File: config.mk
export PLATFORM = sky130hd
export DESIGN_NAME = spi_flash_reader
export DESIGN_NICKNAME = d
export VERILOG_FILES = /design/src/rtl/spi_flash_pkg.sv /design/src/rtl/spi_sck_gen.sv /design/src/rtl/spi_flash_reader.sv
export SDC_FILE = /design/constraint.sdc
export NUM_CORES = 1
export LEC_CHECK = 0
export CORE_UTILIZATION = 50
export DETAILED_ROUTE_END_ITERATION = 10
export GPL_ROUTABILITY_DRIVEN = 0
export PLACE_DENSITY = 0.75
export SETUP_SLACK_MARGIN = 0.02
export SYNTH_ARGS = -nofsm -noshare
export SYNTH_HDL_FRONTEND = slang
export SYNTH_SLANG_ARGS = --single-unit
File: constraint.sdc
create_clock -name wb_clk_i -period 2.1 [get_ports wb_clk_i]
set_input_delay 0.42 -clock wb_clk_i [delete_from_list [all_inputs] [get_ports wb_clk_i]]
set_output_delay 0.42 -clock wb_clk_i [all_outputs]
set_load 0.03 [all_outputs]
File: src/rtl/spi_flash_pkg.sv
// Shared constants and state encoding for the SPI flash reader.
package spi_flash_pkg;

  // Standard serial-flash READ opcode (no dummy cycles).
  localparam logic [7:0] READ_OP   = 8'h03;
  localparam int         CMD_BITS  = 8;
  localparam int         ADDR_BITS = 24;

  typedef enum logic [2:0] {
    ST_IDLE,
    ST_CMD,
    ST_ADDR,
    ST_DATA,
    ST_GAP
  } state_e;

endpackage

File: src/rtl/spi_sck_gen.sv
// SCK generator: divides wb clock by 2*CLK_DIV, idles low (mode 0) and
// emits single-cycle strobes on the edge where SCK is about to rise/fall.
module spi_sck_gen #(
  parameter int CLK_DIV = 2
) (
  input  logic clk_i,
  input  logic rst_i,
  input  logic en_i,
  input  logic stall_i,
  output logic sck_o,
  output logic rise_o,
  output logic fall_o
);

  localparam int            CW   = (CLK_DIV > 1) ? $clog2(CLK_DIV) : 1;
  localparam logic [CW-1:0] TERM = CW'(CLK_DIV - 1);

  logic [CW-1:0] cnt_q, cnt_d;
  logic          sck_q, sck_d;
  logic          tick;

  assign tick   = en_i && !stall_i && (cnt_q == TERM);
  assign rise_o = tick && !sck_q;
  assign fall_o = tick && sck_q;
  assign sck_o  = sck_q;

  // Next-state: count half-periods, toggle SCK at terminal count, freeze on stall.
  always_comb begin
    cnt_d = cnt_q;
    sck_d = sck_q;
    if (!en_i) begin
      cnt_d = '0;
      sck_d = 1'b0;
    end else if (!stall_i) begin
      if (cnt_q == TERM) begin
        cnt_d = '0;
        sck_d = ~sck_q;
      end else begin
        cnt_d = cnt_q + CW'(1);
      end
    end
  end

  // Divider state; disabling the generator returns SCK low with a fresh count.
  always_ff @(posedge clk_i) begin
    if (rst_i) begin
      cnt_q <= '0;
      sck_q <= 1'b0;
    end else begin
      cnt_q <= cnt_d;
      sck_q <= sck_d;
    end
  end

endmodule

File: src/rtl/spi_flash_reader.sv
// SPI flash READ (0x03) master streaming a byte range onto a valid/ready
// byte interface with backpressure that freezes SCK at byte boundaries.
module spi_flash_reader
  import spi_flash_pkg::*;
#(
  parameter int CLK_DIV  = 2,
  parameter int CSB_IDLE = 2
) (
  input  logic        wb_clk_i,
  input  logic        wb_rst_i,
  input  logic        start,
  input  logic [23:0] addr,
  input  logic [15:0] len,
  output logic        busy,
  output logic        done,
  output logic [7:0]  data_o,
  output logic        data_valid,
  input  logic        data_ready,
  output logic        spi_csb,
  output logic        spi_sck,
  output logic        spi_mosi,
  input  logic        spi_miso
);

  localparam int            GW       = (CSB_IDLE > 1) ? $clog2(CSB_IDLE) : 1;
  localparam logic [GW-1:0] GAP_LAST = GW'((CSB_IDLE > 1) ? CSB_IDLE - 1 : 0);

  state_e        state_q;
  logic [31:0]   out_q;
  logic [7:0]    shift_q;
  logic [4:0]    bit_q;
  logic [15:0]   bytes_q;
  logic [GW-1:0] gap_q;
  logic          byte_rdy_q;
  logic [7:0]    data_q;
  logic          dv_q;
  logic          busy_q;
  logic          done_q;
  logic          csb_q;
  logic          mosi_q;

  logic gen_en, stall, sck, rise, fall;

  assign gen_en = (state_q == ST_CMD) || (state_q == ST_ADDR) || (state_q == ST_DATA);
  // Hold SCK low before the first edge of a new byte while the output register is still full.
  assign stall  = (state_q == ST_DATA) && (bit_q == 5'd0) && !sck && dv_q && !data_ready;

  spi_sck_gen #(.CLK_DIV(CLK_DIV)) u_sck (
    .clk_i  (wb_clk_i),
    .rst_i  (wb_rst_i),
    .en_i   (gen_en),
    .stall_i(stall),
    .sck_o  (sck),
    .rise_o (rise),
    .fall_o (fall)
  );

  assign busy       = busy_q;
  assign done       = done_q;
  assign data_o     = data_q;
  assign data_valid = dv_q;
  assign spi_csb    = csb_q;
  assign spi_sck    = sck;
  assign spi_mosi   = mosi_q;

  // Transfer FSM with registered outputs, shift registers and output byte register.
  always_ff @(posedge wb_clk_i) begin
    if (wb_rst_i) begin
      state_q    <= ST_IDLE;
      out_q      <= '0;
      shift_q    <= '0;
      bit_q      <= '0;
      bytes_q    <= '0;
      gap_q      <= '0;
      byte_rdy_q <= 1'b0;
      data_q     <= '0;
      dv_q       <= 1'b0;
      busy_q     <= 1'b0;
      done_q     <= 1'b0;
      csb_q      <= 1'b1;
      mosi_q     <= 1'b0;
    end else begin
      done_q     <= 1'b0;
      byte_rdy_q <= 1'b0;

      // A freshly assembled byte takes priority over a same-cycle consume.
      if (byte_rdy_q) begin
        data_q <= shift_q;
        dv_q   <= 1'b1;
      end else if (dv_q && data_ready) begin
        dv_q <= 1'b0;
      end

      // MOSI only moves on falling edges; zeros shift in so DATA drives 0.
      if (fall) begin
        mosi_q <= out_q[31];
        out_q  <= {out_q[30:0], 1'b0};
      end

      case (state_q)
        ST_IDLE: begin
          if (start) begin
            if (len == 16'd0) begin
              done_q <= 1'b1;
            end else begin
              busy_q  <= 1'b1;
              csb_q   <= 1'b0;
              mosi_q  <= READ_OP[7];
              out_q   <= {READ_OP[6:0], addr, 1'b0};
              bit_q   <= '0;
              bytes_q <= len;
              state_q <= ST_CMD;
            end
          end
        end

        ST_CMD: begin
          if (rise) begin
            if (bit_q == 5'(CMD_BITS - 1)) begin
              bit_q   <= '0;
              state_q <= ST_ADDR;
            end else begin
              bit_q <= bit_q + 5'd1;
            end
          end
        end

        ST_ADDR: begin
          if (rise) begin
            if (bit_q == 5'(ADDR_BITS - 1)) begin
              bit_q   <= '0;
              state_q <= ST_DATA;
            end else begin
              bit_q <= bit_q + 5'd1;
            end
          end
        end

        ST_DATA: begin
          if (rise) begin
            shift_q <= {shift_q[6:0], spi_miso};
            if (bit_q == 5'd7) begin
              bit_q      <= '0;
              byte_rdy_q <= 1'b1;
              bytes_q    <= bytes_q - 16'd1;
            end else begin
              bit_q <= bit_q + 5'd1;
            end
          end
          // CSB rises on the would-be falling edge after the final byte.
          if (fall && (bytes_q == 16'd0)) begin
            csb_q   <= 1'b1;
            gap_q   <= '0;
            state_q <= ST_GAP;
          end
        end

        ST_GAP: begin
          if (gap_q == GAP_LAST) begin
            if (!dv_q && !byte_rdy_q) begin
              done_q  <= 1'b1;
              busy_q  <= 1'b0;
              state_q <= ST_IDLE;
            end
          end else begin
            gap_q <= gap_q + GW'(1);
          end
        end

        default: state_q <= ST_IDLE;
      endcase
    end
  end

endmodule

==> impl_results.md, run 1 <==
* Setup ws final at slightly below 0.09 ns
* Syn Nets at about 520
* CP startpoint: len[0]
* Top FF cell, synth: dfxtp_1
* DRT Wirelength at roughly 9400 µm
* CTS Buffer Depth at 2
* Via count of the first global-routing pass at roughly 3,500
* H-tree depth at 3
* Post-Syn Area at slightly below 0.004 mm²
* Worst reg-to-reg setup slack at ~0.14 ns
* Post-synth cell types at 53
* First-pass GRT wire length at 15,660 µm
* DIE HEIGHT at 90.08 µm
* Crit path DAT at 2.29 ns
* Clock root buffer: clkbuf_8
* Worst R2R Path Depth at 8
* Clock sink count at between 80 and 90
* Min-delay worst type: reg2reg
* Ports at 59
* CP required at approximately 2.4 ns
* Slew Viols, Final at 0
* Crit Path Class: in2reg
* Combinational share of power at 0.151
* Cell internal pwr at 2.326 mW
* Final hold vios at 0
* DIE AREA at 0.008114 mm²
* Avg Vias per Cell at approximately 5.5
* Clock slew at reported path FFs at ~0.090 ns
* Switching portion of total power at 0.2748
* Finished Cell Area at between 0.005 and 0.006 mm²
* Worst VDD drop at roughly 0.0004 V
* Detailed-route wire length per cell at between 10 and 15 µm
* Area of the multi-input gates at 0.002116 mm²
* Share of layout cells above drive strength 1 at 0.1537
* Vias at 3,679
* Worst slew margin at 0.6441
* Final worst path period share at 0.9583
* GRT Total Usage at 0.2315
* Pre-Repair DR Iteration Count at 5
* Utilization after layout at 0.6890
* Leakage power at roughly 1.8 nW
* Placed wire-length estimate at 6433 µm
* Placed Area at 0.004802 mm²
* Setup violations, final at 0
* Area fraction of the dominant cell type after synthesis at 0.4181
* TritonCTS clock tree: yes
* Skew-Pair Late Insertion Delay at 0.35 ns
* Largest net degree at the start of global routing at 46
* Max Cap Violations at 0
* Avg Synthesized Cell Area at between 8 and 9 µm²
* NetSw at between 800 and 900 µW
* Clock share of power at 0.336
* FFs w/ async S/R, synth at 0
* Post-Layout Cell Count at 665
* Register area share after synthesis at 0.4181
* Synthesized flop and latch total at 81
* Crit path max fanout at 3
* Initial DRC count at 201
* Worst Setup EP: bit_q[1]$_SDFFE_PP0P_
* PwrDens at 631.8 mW/mm²
* EDFF count, synth at 0
* Reg area at 0.001624 mm²
* Terminus of the critical flop-to-flop path: bit_q[4]$_SDFFE_PP0P_
* Final Skew at 0.01161 ns
* Synth top area cells: dfxtp_1 (42%), nand2_1 (8.1%), nor2_1 (6.4%)
* CP Launch Type: input pin
* Fmax achieved at 496.9 MHz
* Setup total negative slack at 0 ns
* Reg power frac at 0.513
* Dpl ws at -0.2977 ns
* Dominant cell type by area after synthesis: dfxtp_1
* Placed Instances at 645
* Num CTS Buffers at 9
* Core Area at 0.007370 mm²
* Gr ovfl total at 0
* Row count at 31
* RSZ-0062 raised after global routing: no
* R2r startpoint: bit_q[0]$_SDFFE_PP0P_
* Synth warn at 0
* Initial antenna violation count at 0
* Diodes inserted at 0
* Min Clock Period, post-route at around 2 ns
* Port Buf Inserts at 58
* Status: finished clean
* Worst-Margin Slew at 0.5282 ns
* Antenna-violating nets left at 0
* Area grow syn2layout at 30.90%
* Fillcell total at between 600 and 700
* Post-synthesis cell count at 474
* Setup crit end kind: register
* Die width at 90.08 µm
* Layout net count at 609
* Initial Util at 0.5263
* DRC errors left at 0
## worst min path at each step
stage / startpoint / slack [ns] / endpoint / cells after the start
2_1_floorplan: out_q[0]$_SDFF_PP0_ / 0.41 / out_q[0]$_SDFF_PP0_ / 2
3_3_place_gp: out_q[0]$_SDFF_PP0_ / 0.42 / out_q[0]$_SDFF_PP0_ / 2
3_5_place_dp: out_q[0]$_SDFF_PP0_ / 0.42 / out_q[0]$_SDFF_PP0_ / 2
4_1_cts: out_q[0]$_SDFF_PP0_ / 0.44 / out_q[0]$_SDFF_PP0_ / 2
5_1_grt: out_q[30]$_SDFF_PP0_ / 0.48 / out_q[31]$_SDFF_PP0_ / 2
6_report: out_q[0]$_SDFF_PP0_ / 0.43 / out_q[0]$_SDFF_PP0_ / 2
## power groups by stage
| stage | sequential (mW) | combinational (mW) | clock, mW |
|---|---|---|---|
| after global routing | 1.66 | 0.532 | 1.16 |
| after CTS | 1.65 | 0.458 | 1.10 |
| after floorplan | 1.68 | 0.252 | 0 |
| after global placement | 1.68 | 0.443 | 0 |
| final | 1.65 | 0.485 | 1.08 |
| after detailed placement | 1.68 | 0.455 | 0 |
## state kept, by name, summed over array words and instances, names as in the netlist, 3 cells and up
signal	flops
bit_q	5
bytes_q	16
data_o	8
out_q	32
shift_q	8
state_q	3
## per-stage QoR
step / hold WS [ns] / power, mW
after floorplan: 0.4099 / 1.929
after global placement: 0.4223 / 2.121
after detailed placement: 0.4246 / 2.136
after CTS: 0.4381 / 3.208
after global routing: 0.4758 / 3.352
final: 0.4341 / 3.208
## critical path, cell delays in order
cell             delay (ns)
clkdlybuf4s50_1        0.43
nor4_2                 0.31
buf_4                  0.16
nand4_2                0.16
buf_4                  0.23
a21oi_2                0.16
buf_4                  0.14
buf_4                  0.10
nand2_1                0.05
a21oi_1                0.12
## kinds of logic after synthesis
kind of cell    share of synthesized area
simple gates                       0.2810
compound gates                     0.2013
flops                              0.4181
buf+inv                           0.04645
fa+ha+maj                        0.009678
mux                               0.04129
xor+xnor                         0.002258
## layout by cell type (no fill, tap or decap), drive strengths merged, types with 3 or more instances in the layout
cell / n
nor3: 10
clkdlybuf4s50: 57
nor4: 10
nand3: 11
a21o: 4
ha: 3
o21ai: 21
or3: 4
buf: 49
a31oi: 8
a22oi: 4
nand2b: 5
a311oi: 24
a211oi: 5
a21oi: 41
nor2b: 3
nand2: 84
clkinv: 3
or2: 10
nor3b: 3
dfxtp: 81
mux2i: 16
inv: 8
clkbuf: 11
nor2: 66
## routing by layer
metal  global-route usage  routed length, µm  share of wire
met4              0.08468                170          0.018
met2               0.3779               4433           0.47
met5                    0                  0              0
met1               0.3046               4310           0.46
met3              0.04315                446          0.048
## cell type report
| type | count | share of cell area |
|---|---|---|
| Clock buffer | 10 | 0.02711 |
| Clock inverter | 6 | 0.01010 |
| Inverter | 6 | 0.004436 |
| Multi-Input combinational cell | 356 | 0.4167 |
| Sequential cell | 81 | 0.3199 |
| Tap cell | 99 | 0.02440 |
| Timing Repair Buffer | 107 | 0.1974 |
## synth_stat cells, drive strengths merged (5+ instances only)
cell     n
a31oi    8
o21ai   21
clkbuf  18
nand3   11
nand2   84
a311oi  24
nor2    66
a211oi   5
inv      6
buf     13
or2     10
nor4    10
dfxtp   81
nor3    10
nand2b   5
a21oi   41
mux2i   16
## what timing repair did
item | in CTS | in global routing
setup endpoints to repair | 0 | 35
gates resized for setup | 0 | 9
buffers inserted | 0 | 3
hold buffers | 0 | 0
Power figures use the tool's default switching activity.
==> run 2, diff against run 1 <==
Settings changed: SLEW_MARGIN set to 20.
==> results of run 2 <==
The final DEF is identical to that of run 1; final timing and power are the same.
